==> src/rtl/pc_gen_pkg.sv <==
// Shared types and helpers for the fetch-stage PC generator.
// Holds the FSM state encoding, the log2 helper and the redirect priority encoder.
package pc_gen_pkg;

  typedef enum logic [1:0] {
    ST_RUN   = 2'b00,
    ST_FENCE = 2'b01
  } pc_state_e;

  // Upper bound on redirect channels accepted by the priority encoder.
  localparam int MAX_REDIRECT = 32;

  function automatic int log2_bytes(input int n);
    int r = 0;
    for (int i = 0; i < 31; i++) begin
      if ((1 << i) == n) r = i;
    end
    return r;
  endfunction

  // Index of the lowest set bit; 0 when nothing is set (caller qualifies with |vec).
  function automatic int lowest_set(input logic [MAX_REDIRECT-1:0] vec);
    int idx = 0;
    for (int i = MAX_REDIRECT - 1; i >= 0; i--) begin
      if (vec[i]) idx = i;
    end
    return idx;
  endfunction

endpackage

==> src/rtl/ras_stack.sv <==
// Circular return-address stack with a saturating count; the oldest entry is overwritten when full.
// Updates one cycle after a request; never stalls, callers gate push/pop/clear themselves.
module ras_stack #(
  parameter int XLEN      = 32,
  parameter int RAS_DEPTH = 8
) (
  input  logic            clk,
  input  logic            rst_n,
  input  logic            push,
  input  logic            pop,
  input  logic            clear,
  input  logic [XLEN-1:0] push_addr,
  output logic [XLEN-1:0] top,
  output logic            empty,
  output logic            pop_ok
);

  localparam int PW = $clog2(RAS_DEPTH);
  localparam logic [PW:0] CNT_MAX = (PW+1)'(RAS_DEPTH);

  logic [XLEN-1:0] mem [RAS_DEPTH];
  logic [PW-1:0]   top_ptr;
  logic [PW:0]     cnt;
  logic            wr_en;
  logic [PW-1:0]   wr_ptr;

  assign empty  = (cnt == '0);
  assign top    = mem[top_ptr];
  assign pop_ok = pop && !clear && !empty;

  // A combined push+pop on a non-empty stack replaces the current top in place.
  always_comb begin
    wr_en  = 1'b0;
    wr_ptr = top_ptr;
    if (!clear && push) begin
      wr_en  = 1'b1;
      wr_ptr = pop_ok ? top_ptr : top_ptr + PW'(1);
    end
  end

  always_ff @(posedge clk or negedge rst_n) begin
    if (!rst_n) begin
      top_ptr <= '0;
      cnt     <= '0;
    end else if (clear) begin
      top_ptr <= '0;
      cnt     <= '0;
    end else if (push && !pop_ok) begin
      top_ptr <= top_ptr + PW'(1);
      if (cnt != CNT_MAX) cnt <= cnt + (PW+1)'(1);
    end else if (pop_ok && !push) begin
      top_ptr <= top_ptr - PW'(1);
      cnt     <= cnt - (PW+1)'(1);
    end
  end

  always_ff @(posedge clk) begin
    if (wr_en) mem[wr_ptr] <= push_addr;
  end

endmodule

==> src/rtl/pc_gen.sv <==
// Fetch-stage PC generator: prioritised redirects, stall, FENCE drain and RAS-predicted returns.
// New pc one cycle after redirect/pop/advance; pc advances only when fetch_ready accepts it.
module pc_gen
  import pc_gen_pkg::*;
#(
  parameter int              XLEN         = 32,
  parameter logic [XLEN-1:0] RESET_VECTOR = '0,
  parameter int              NUM_REDIRECT = 3,
  parameter int              INSN_BYTES   = 4,
  parameter int              RAS_DEPTH    = 8
) (
  input  logic                         clk,
  input  logic                         rst_n,
  input  logic [NUM_REDIRECT-1:0]      redirect_valid,
  input  logic [NUM_REDIRECT*XLEN-1:0] redirect_target,
  input  logic                         stall,
  input  logic                         fence_req,
  input  logic                         fence_done,
  input  logic                         fetch_ready,
  input  logic                         ras_push,
  input  logic [XLEN-1:0]              ras_push_addr,
  input  logic                         ras_pop,
  input  logic                         ras_clear,
  output logic [XLEN-1:0]              pc,
  output logic                         pc_valid,
  output logic                         fence_busy,
  output logic                         ras_empty,
  output logic                         redirect_misaligned
);

  localparam int              OFS      = log2_bytes(INSN_BYTES);
  localparam logic [XLEN-1:0] LOW_MASK = XLEN'((1 << OFS) - 1);
  localparam logic [XLEN-1:0] INC      = XLEN'(INSN_BYTES);

  pc_state_e                 state_q, state_d;
  logic [XLEN-1:0]           pc_q, pc_d;
  logic                      mis_q, mis_d;
  logic [MAX_REDIRECT-1:0]   redir_vec;
  logic                      any_redir;
  int                        win_idx;
  logic [XLEN-1:0]           win_target;
  logic [XLEN-1:0]           ras_top;
  logic                      ras_pop_ok;
  logic                      ras_is_empty;

  assign redir_vec = MAX_REDIRECT'(redirect_valid);
  assign any_redir = |redirect_valid;

  always_comb begin
    win_idx    = lowest_set(redir_vec);
    win_target = '0;
    for (int i = 0; i < NUM_REDIRECT; i++) begin
      if (i == win_idx) win_target = redirect_target[i*XLEN +: XLEN];
    end
  end

  // Pops only count in RUN; a pop during FENCE would lose the return address without redirecting.
  ras_stack #(
    .XLEN      (XLEN),
    .RAS_DEPTH (RAS_DEPTH)
  ) u_ras (
    .clk       (clk),
    .rst_n     (rst_n),
    .push      (ras_push && !stall),
    .pop       (ras_pop && !stall && (state_q == ST_RUN)),
    .clear     (ras_clear && !stall),
    .push_addr (ras_push_addr),
    .top       (ras_top),
    .empty     (ras_is_empty),
    .pop_ok    (ras_pop_ok)
  );

  always_comb begin
    state_d = state_q;
    pc_d    = pc_q;
    mis_d   = 1'b0;
    if (any_redir) begin
      pc_d    = win_target & ~LOW_MASK;
      mis_d   = |(win_target & LOW_MASK);
      state_d = ST_RUN;
    end else begin
      case (state_q)
        ST_RUN: begin
          if (!stall) begin
            if (fence_req)        state_d = ST_FENCE;
            else if (ras_pop_ok)  pc_d    = ras_top;
            else if (fetch_ready) pc_d    = pc_q + INC;
          end
        end
        ST_FENCE: begin
          if (fence_done) begin
            pc_d    = pc_q + INC;
            state_d = ST_RUN;
          end
        end
        default: state_d = ST_RUN;
      endcase
    end
  end

  always_ff @(posedge clk or negedge rst_n) begin
    if (!rst_n) begin
      state_q <= ST_RUN;
      pc_q    <= RESET_VECTOR;
      mis_q   <= 1'b0;
    end else begin
      state_q <= state_d;
      pc_q    <= pc_d;
      mis_q   <= mis_d;
    end
  end

  assign pc                  = pc_q;
  assign pc_valid            = (state_q == ST_RUN);
  assign fence_busy          = (state_q == ST_FENCE);
  assign ras_empty           = ras_is_empty;
  assign redirect_misaligned = mis_q;

endmodule
==> config.mk <==
export PLATFORM = sky130hd
export DESIGN_NAME = pc_gen
export DESIGN_NICKNAME = d
export VERILOG_FILES = /design/src/rtl/pc_gen_pkg.sv /design/src/rtl/ras_stack.sv /design/src/rtl/pc_gen.sv
export SDC_FILE = /design/constraint.sdc
export NUM_CORES = 1
export LEC_CHECK = 0
export ABC_AREA = 1
export CAP_MARGIN = 20
export CELL_PAD_IN_SITES_DETAIL_PLACEMENT = 1
export CELL_PAD_IN_SITES_GLOBAL_PLACEMENT = 1
export CORE_ASPECT_RATIO = 1.4
export CORE_UTILIZATION = 40
export CTS_BUF_LIST = sky130_fd_sc_hd__clkbuf_8
export DETAILED_ROUTE_END_ITERATION = 12
export GPL_TIMING_DRIVEN = 0
export PLACE_DENSITY_LB_ADDON = 0.1
export SKIP_CTS_REPAIR_TIMING = 1
export SYNTH_ARGS = -nofsm -noshare
export SYNTH_HDL_FRONTEND = slang
export SYNTH_SLANG_ARGS = --single-unit
==> constraint.sdc <==
create_clock -name clk -period 3.4 [get_ports clk]
set_input_delay 0.34 -clock clk [delete_from_list [all_inputs] [get_ports clk]]
set_output_delay 0.34 -clock clk [all_outputs]
set_load 0.02 [all_outputs]
==> key figures, run 1 <==
Timing
  – Setup TNS: 0 ps
  – RSZ-0062 raised after global routing: no
  – Fin. max-slew vios: 0
  – Min cycle time layout: 3280 ps
  – Fmax: 305 MHz
  – Tightest Pin Transition: 898 ps
  – Count of final hold-check violations: 0
  – Hold slack: 210 ps
  – Clock Skew: 23.9 ps
  – Normalized max-slew margin: 40.0%
  – Final Setup Violations: 0
  – Period utilisation layout: 96.5%

Synth
  – Yosys cell types: 36
  – Yosys Warn Count: 0
  – Syn Nets: 1,665
  – Top-area cell type share of the netlist area: 54.1%
  – Commonest register cell after synthesis: edfxtp_1
  – Synth area leader: edfxtp_1
  – Syn avg cell area: 9.36 µm²
  – Ranking of synthesized cells by area: edfxtp_1 54%, nand2_1 12%, nand3_1 9.3%, dfrtp_1 7.2%, nor2_1 3.6%
  – Netlist Area Pre-Place: 14,200 µm²
  – Seq/Total Area, Yosys: 61.3%
  – Synthesized netlist cell count: 1,518
  – Async SR Flop Fraction: 13.8%
  – Synth cell count leaders: 468 x nand2_1, 264 x nand3_1, 256 x edfxtp_1
  – Synth Register Bits: 297
  – Most numerous cell in the Yosys netlist: nand2_1
  – Post-synth EDFFs: 256

Layout
  – FF/Latch Area: 8710 µm²
  – Fin area: 17,600 µm²
  – Nets@finish: 1,901
  – Filler cell count: 4,028
  – Proportion of layout cells with a drive suffix above 1: 8.49%
  – Area grow syn2layout: 24.2%
  – Footprint of the multi-input gates: 4770 µm²

Critical path
  – Req. time, crit path: 3690 ps
  – Crit. End Element: flop
  – CP max-delay cell: nor2_4
  – CP startpoint kind: flop
  – Arr. time, crit path: 3570 ps
  – CP cell instances: buf_2, inv_1, buf_2, buf_2, ha_1, o21ai_0, nand2_1, nor2_4, buf_12
  – CP top delay family: buffers and inverters
  – Worst Path Buf+Inv: 5
  – Peak fanout along the critical path: 19
  – Critical Path Max Stage Delay: 540 ps
  – Worst setup path category: flop to flop
  – CP most frequent cell: buf_2

Clocking
  – Clk buf depth: 3
  – Total CTS buffers: 47
  – Clock Tree Root: clkbuf_8
  – Htree depth: 2
  – Clock tree sinks: 297
  – Clock-pin slew on the worst setup and hold paths: 60 ps
  – Later-pin clock latency in the skew report: 600 ps
  – TritonCTS clock tree: built

Power and ir drop
  – Peak supply drop: 0.303 mV
  – Power Density: 590 nW/µm²
  – Lkg Pwr: 6.92 nW

GRT
  – Vias in the first global route: 12,600
  – Largest net degree at the start of global routing: 30
  – Total gr overflow: 0
  – Initial antenna violation count: 2
  – Global-route wire length before repair: 73,000 µm
  – Overall Global Routing Usage: 27.1%

Place
  – IO Port Bufs: 175
  – DP Area: 16,800 µm²
  – HPWL after DPL: 35,000 µm
  – Routability cong.: 0.871

Floorplanning
  – Core area: 35,000 µm²
  – Ports: 176
  – Starting density of the core: 40.6%
  – Die area: 36,300 µm²
  – Die X: 161 µm
  – DIE HEIGHT: 225 µm
  – Row cnt: 81

Detailed routing
  – Total routed wirelength: 48,400 µm
  – Initial DRC Count: 770
  – DR WL/cell: 21.5 µm
  – DRC: 0
  – Vias: 11,900
  – Vias/cell: 5.28
  – DRT Pass-1 Iters: 5
  – Post-DRT Antenna Nets: 0

Flow run
  – Max cap viols: 0

Worst hold path
  – HP Class: input port to asynchronous set/reset pin

Outcome
  – Status: complete, no violations
sequential cells by signal, indices dropped and copies added, names as in the netlist:
| register | flops |
|---|---|
| pc | 32 |
| u_ras.mem | 256 |
| state_q | 1 |
| u_ras.cnt | 4 |
| redirect_misaligned | 1 |
| u_ras.top_ptr | 3 |
cell usage in the layout, fill, tap and decap left out, types with 6 or more instances in the layout:
cell type	count
or2_2	7
inv_1	115
buf_12	8
o211ai_1	37
clkdlybuf4s50_1	174
edfxtp_1	256
ha_1	7
a21oi_1	29
clkbuf_1	28
dfrtp_1	41
clkbuf_8	47
nand2_1	468
nor2_2	6
o21ai_0	39
buf_2	40
nor2_1	130
buf_1	9
nor2_4	14
nand3_1	264
clkinv_1	17
where the power goes:
part | switching [W] | internal (W)
clock | 0.00142 | 0.00137
sequential | 0.000157 | 0.00413
combinational | 0.00226 | 0.00108
total | 0.00383 | 0.00658
final cells by class:
cell class / instances / area share (%)
clock buffer: 47 / 3.67
antenna: 1 / 0.0142
clock inverter: 38 / 1.05
inverter: 105 / 2.23
sequential: 297 / 49.4
timing repair buffer: 188 / 11.2
multi-input combinational: 1035 / 27.1
buffer: 80 / 2.19
tap: 456 / 3.23
metal layers:
layer / global-route usage, % / vias up / wire length, µm
li1: - / 5604 / -
met1: 30.6 / 5764 / 18800
met2: 49.9 / 392 / 25100
met3: 3.96 / 104 / 2330
met4: 13.0 / 2 / 2210
met5: 0 / - / 13
metrics by stage:
stage	power, W	instances	setup slack (ps)	utilization [%]
after floorplan	0.00626	1518	34.2	-
after global placement	0.00756	2149	-2080	47.3
after detailed placement	0.00770	2158	-295	48.0
after CTS	0.0105	2243	-48.3	50.4
after global routing	0.0110	2247	6.00	50.5
final	0.0104	2247	118	50.5
cell families after synthesis:
| kind of cell | after synthesis | share of synthesized area (%) |
|---|---|---|
| AND/OR/NAND/NOR | 904 | 27.1 |
| buffers and inverters | 186 | 5.52 |
| adder cells (fa/ha/maj) | 7 | 0.616 |
| flip-flops | 297 | 61.3 |
| AO/OA/AOI/OAI | 116 | 4.97 |
| XOR/XNOR | 8 | 0.493 |
final timing paths:
kind | slack [ps] | to | startpoint | cells after the start
worst max-delay path | 120 | u_ras.mem[1][21]$_DFFE_PP_ | u_ras.top_ptr[0]$_DFFE_PN0P_ | 9
worst min register to register | 500 | pc[0]$_DFFE_PN0P_ | pc[0]$_DFFE_PN0P_ | 2
max in group asynchronous | 2640 | redirect_misaligned$_DFF_PN0_ | rst_n | 3
worst min-delay path | 210 | pc[28]$_DFFE_PN0P_ | rst_n | 2
worst max register to register | 120 | u_ras.mem[1][21]$_DFFE_PP_ | u_ras.top_ptr[0]$_DFFE_PN0P_ | 9
min in group clk | 380 | state_q[0]$_DFFE_PN0P_ | fence_req | 3
(Power assumes the default switching activity.)
==> run 2, diff against run 1 <==
- PLACE_DENSITY_LB_ADDON: 0.1 -> 0.12
==> key figures, run 2 (synthesis gave the netlist of run 1 again) <==
Outcome
  – Status: complete, no violations

Critical path
  – Critical Path Max Stage Delay: 520 ps (-20 ps)
  – Crit. End Element: flop
  – CP max-delay cell: nor2_4
  – CP startpoint kind: flop
  – CP top delay family: buffers and inverters
  – Arr. time, crit path: 3490 ps (-80 ps)
  – Req. time, crit path: 3680 ps (about the same)
  – Worst setup path category: flop to flop
  – Peak fanout along the critical path: 19 (unchanged)
  – Worst Path Buf+Inv: 5 (unchanged)
  – CP most frequent cell: buf_2
  – CP cell instances: buf_2, inv_1, buf_2, buf_2, ha_1, o21ai_0, nand2_1, nor2_4, buf_12

Layout
  – Proportion of layout cells with a drive suffix above 1: 8.45% (-0.042 points)
  – Filler cell count: 3,990 (-0.94%)
  – Commonest non-fill, non-tap cell in the layout: nand2_1
  – Nets@finish: 1,901 (unchanged)
  – Area grow syn2layout: 24.3% (about the same)
  – Final core occ: 50.5% (about the same)
  – Number of flip-flops in the largest register: 256 (unchanged)
  – Footprint of the multi-input gates: 4770 µm² (unchanged)
  – FF/Latch Area: 8710 µm² (unchanged)
  – Most frequent cells in the layout: 468 x nand2_1, 264 x nand3_1, 256 x edfxtp_1
  – Largest reg by FF count: u_ras.mem

Clocking
  – Clk buf depth: 3 (unchanged)
  – Clock-pin slew on the worst setup and hold paths: 70 ps (about the same)
  – Later-pin clock latency in the skew report: 600 ps (about the same)
  – TritonCTS clock tree: built
  – Htree depth: 2 (unchanged)
  – Clock Tree Root: clkbuf_8
  – Total CTS buffers: 46 (-2.1%)
  – Clock tree sinks: 297 (unchanged)

Timing
  – Clock Skew: 25.1 ps (+1.12 ps)
  – Fmax: 312 MHz (+2.3%)
  – Period utilisation layout: 94.4% (-2.1 points)
  – Count of final hold-check violations: 0 (unchanged)
  – Tightest Pin Transition: 938 ps (+40.0 ps)
  – Hold slack: 207 ps (-3.07 ps)
  – RSZ-0062 raised after global routing: no
  – Setup TNS: 0 ps (unchanged)
  – Min cycle time layout: 3210 ps (-72.5 ps)
  – Normalized max-slew margin: 37.5% (-2.5 points)
  – Final Setup Violations: 0 (unchanged)
  – Fin. max-slew vios: 0 (unchanged)

GRT
  – Vias in the first global route: 12,600 (+0.42%)
  – Initial antenna violation count: 4 (+2)
  – Total gr overflow: 0 (unchanged)
  – Global-route wire length before repair: 72,200 µm (-1.1%)
  – Largest net degree at the start of global routing: 31 (+3.3%)
  – Overall Global Routing Usage: 26.9% (-0.21 points)

Power and ir drop
  – Share of power burned in registers: 41.2% (about the same)
  – Clock power frac: 26.4% (-0.3 points)
  – Logic pwr share: 32.4% (+0.4 points)
  – Lkg Pwr: 6.90 nW (-0.29%)
  – Peak supply drop: 0.326 mV (+7.7%)
  – Total Power: 0.0104 W (about the same)
  – Switching power: 0.00386 W (+0.59%)
  – Internal Power: 0.00655 W (-0.38%)
  – Power Density: 589 nW/µm² (-0.11%)
  – Sw Ratio: 37.0% (+0.23 points)

Detailed routing
  – DR WL/cell: 21.5 µm (about the same)
  – Total routed wirelength: 48,300 µm (-0.15%)
  – Vias/cell: 5.34 (+1.1%)
  – DRT Pass-1 Iters: 5 (unchanged)
  – Post-DRT Antenna Nets: 0 (unchanged)
  – DRC: 0 (unchanged)
  – Vias: 12,000 (+0.97%)
  – Initial DRC Count: 688 (-11%)

Place
  – HPWL after DPL: 35,000 µm (+0.17%)
  – IO Port Bufs: 175 (unchanged)
  – Routability cong.: 0.900 (+3.3%)

Floorplanning
  – Core area: 35,000 µm² (unchanged)
  – Starting density of the core: 40.6% (unchanged)
  – DIE HEIGHT: 225 µm (unchanged)
  – Die area: 36,300 µm² (unchanged)
  – Ports: 176 (unchanged)
  – Die X: 161 µm (unchanged)
  – Row cnt: 81 (unchanged)

Flow run
  – Max cap viols: 0 (unchanged)

Worst hold path
  – HP Class: input port to asynchronous set/reset pin
run 2: cell count changes in the layout (fill, tap and decap cells not counted):
| cell | delta |
|---|---|
| inv_8 | -1 |
| clkinv_1 | +2 |
| diode_2 | +1 |
| inv_1 | -4 |
| clkinv_2 | -2 |
| buf_4 | -1 |
| buf_12 | +2 |
| clkbuf_8 | -1 |
| clkinvlp_4 | +1 |
| buf_2 | -1 |
| clkinv_8 | +1 |
| clkbuf_2 | +1 |
run 2: layer usage:
metal  share of wire (%)  vias to the layer above  wire [µm]  track usage, %
met3                 5.5                      142       2640            4.55
met1                  38                     5810      18300            29.1
met4                 5.9                        4       2840            16.6
met2                  51                      432      24600            48.8
met5               0.056                        -         27               0
li1                    -                     5593          -               -
run 2: per-stage QoR:
stage / setup WS [ps] / instances / cell area [µm²]
6_report: 190 / 2245 / 17700
5_1_grt: 23.5 / 2244 / 17700
4_1_cts: -114 / 2239 / 17600
3_5_place_dp: -167 / 2158 / 16800
3_3_place_gp: -2200 / 2149 / 16500
2_1_floorplan: 34.2 / 1518 / 14200
run 2: final cells by class:
type | instances | area share (%)
flip-flops and latches | 297 | 49.3
multi-input cells | 1035 | 27.0
repair buffers | 189 | 11.3
clock buffers | 46 | 3.58
well taps | 456 | 3.23
inverters | 105 | 2.23
plain buffers | 80 | 2.19
clock inverters | 35 | 1.02
diodes | 2 | 0.0283
run 2: path summary, 6_finish.rpt:
check | slack [ps] | cells past startpoint | to | from
max in group asynchronous | 2700 | 3 | pc[4]$_DFFE_PN0P_ | rst_n
setup reg to reg | 190 | 9 | u_ras.mem[4][5]$_DFFE_PP_ | u_ras.top_ptr[0]$_DFFE_PN0P_
hold reg to reg | 490 | 2 | pc[0]$_DFFE_PN0P_ | pc[0]$_DFFE_PN0P_
setup / recovery | 190 | 9 | u_ras.mem[4][5]$_DFFE_PP_ | u_ras.top_ptr[0]$_DFFE_PN0P_
hold / removal | 210 | 2 | state_q[0]$_DFFE_PN0P_ | rst_n
min in group clk | 390 | 3 | state_q[0]$_DFFE_PN0P_ | fence_req
run 2: power by group through the flow:
stage / sequential (W) / combinational [W] / clock (W)
after floorplan: 0.00439 / 0.00187 / 0
after global placement: 0.00436 / 0.00321 / 0
after detailed placement: 0.00436 / 0.00336 / 0
after CTS: 0.00429 / 0.00338 / 0.00279
after global routing: 0.00431 / 0.00368 / 0.00293
final: 0.00429 / 0.00337 / 0.00275
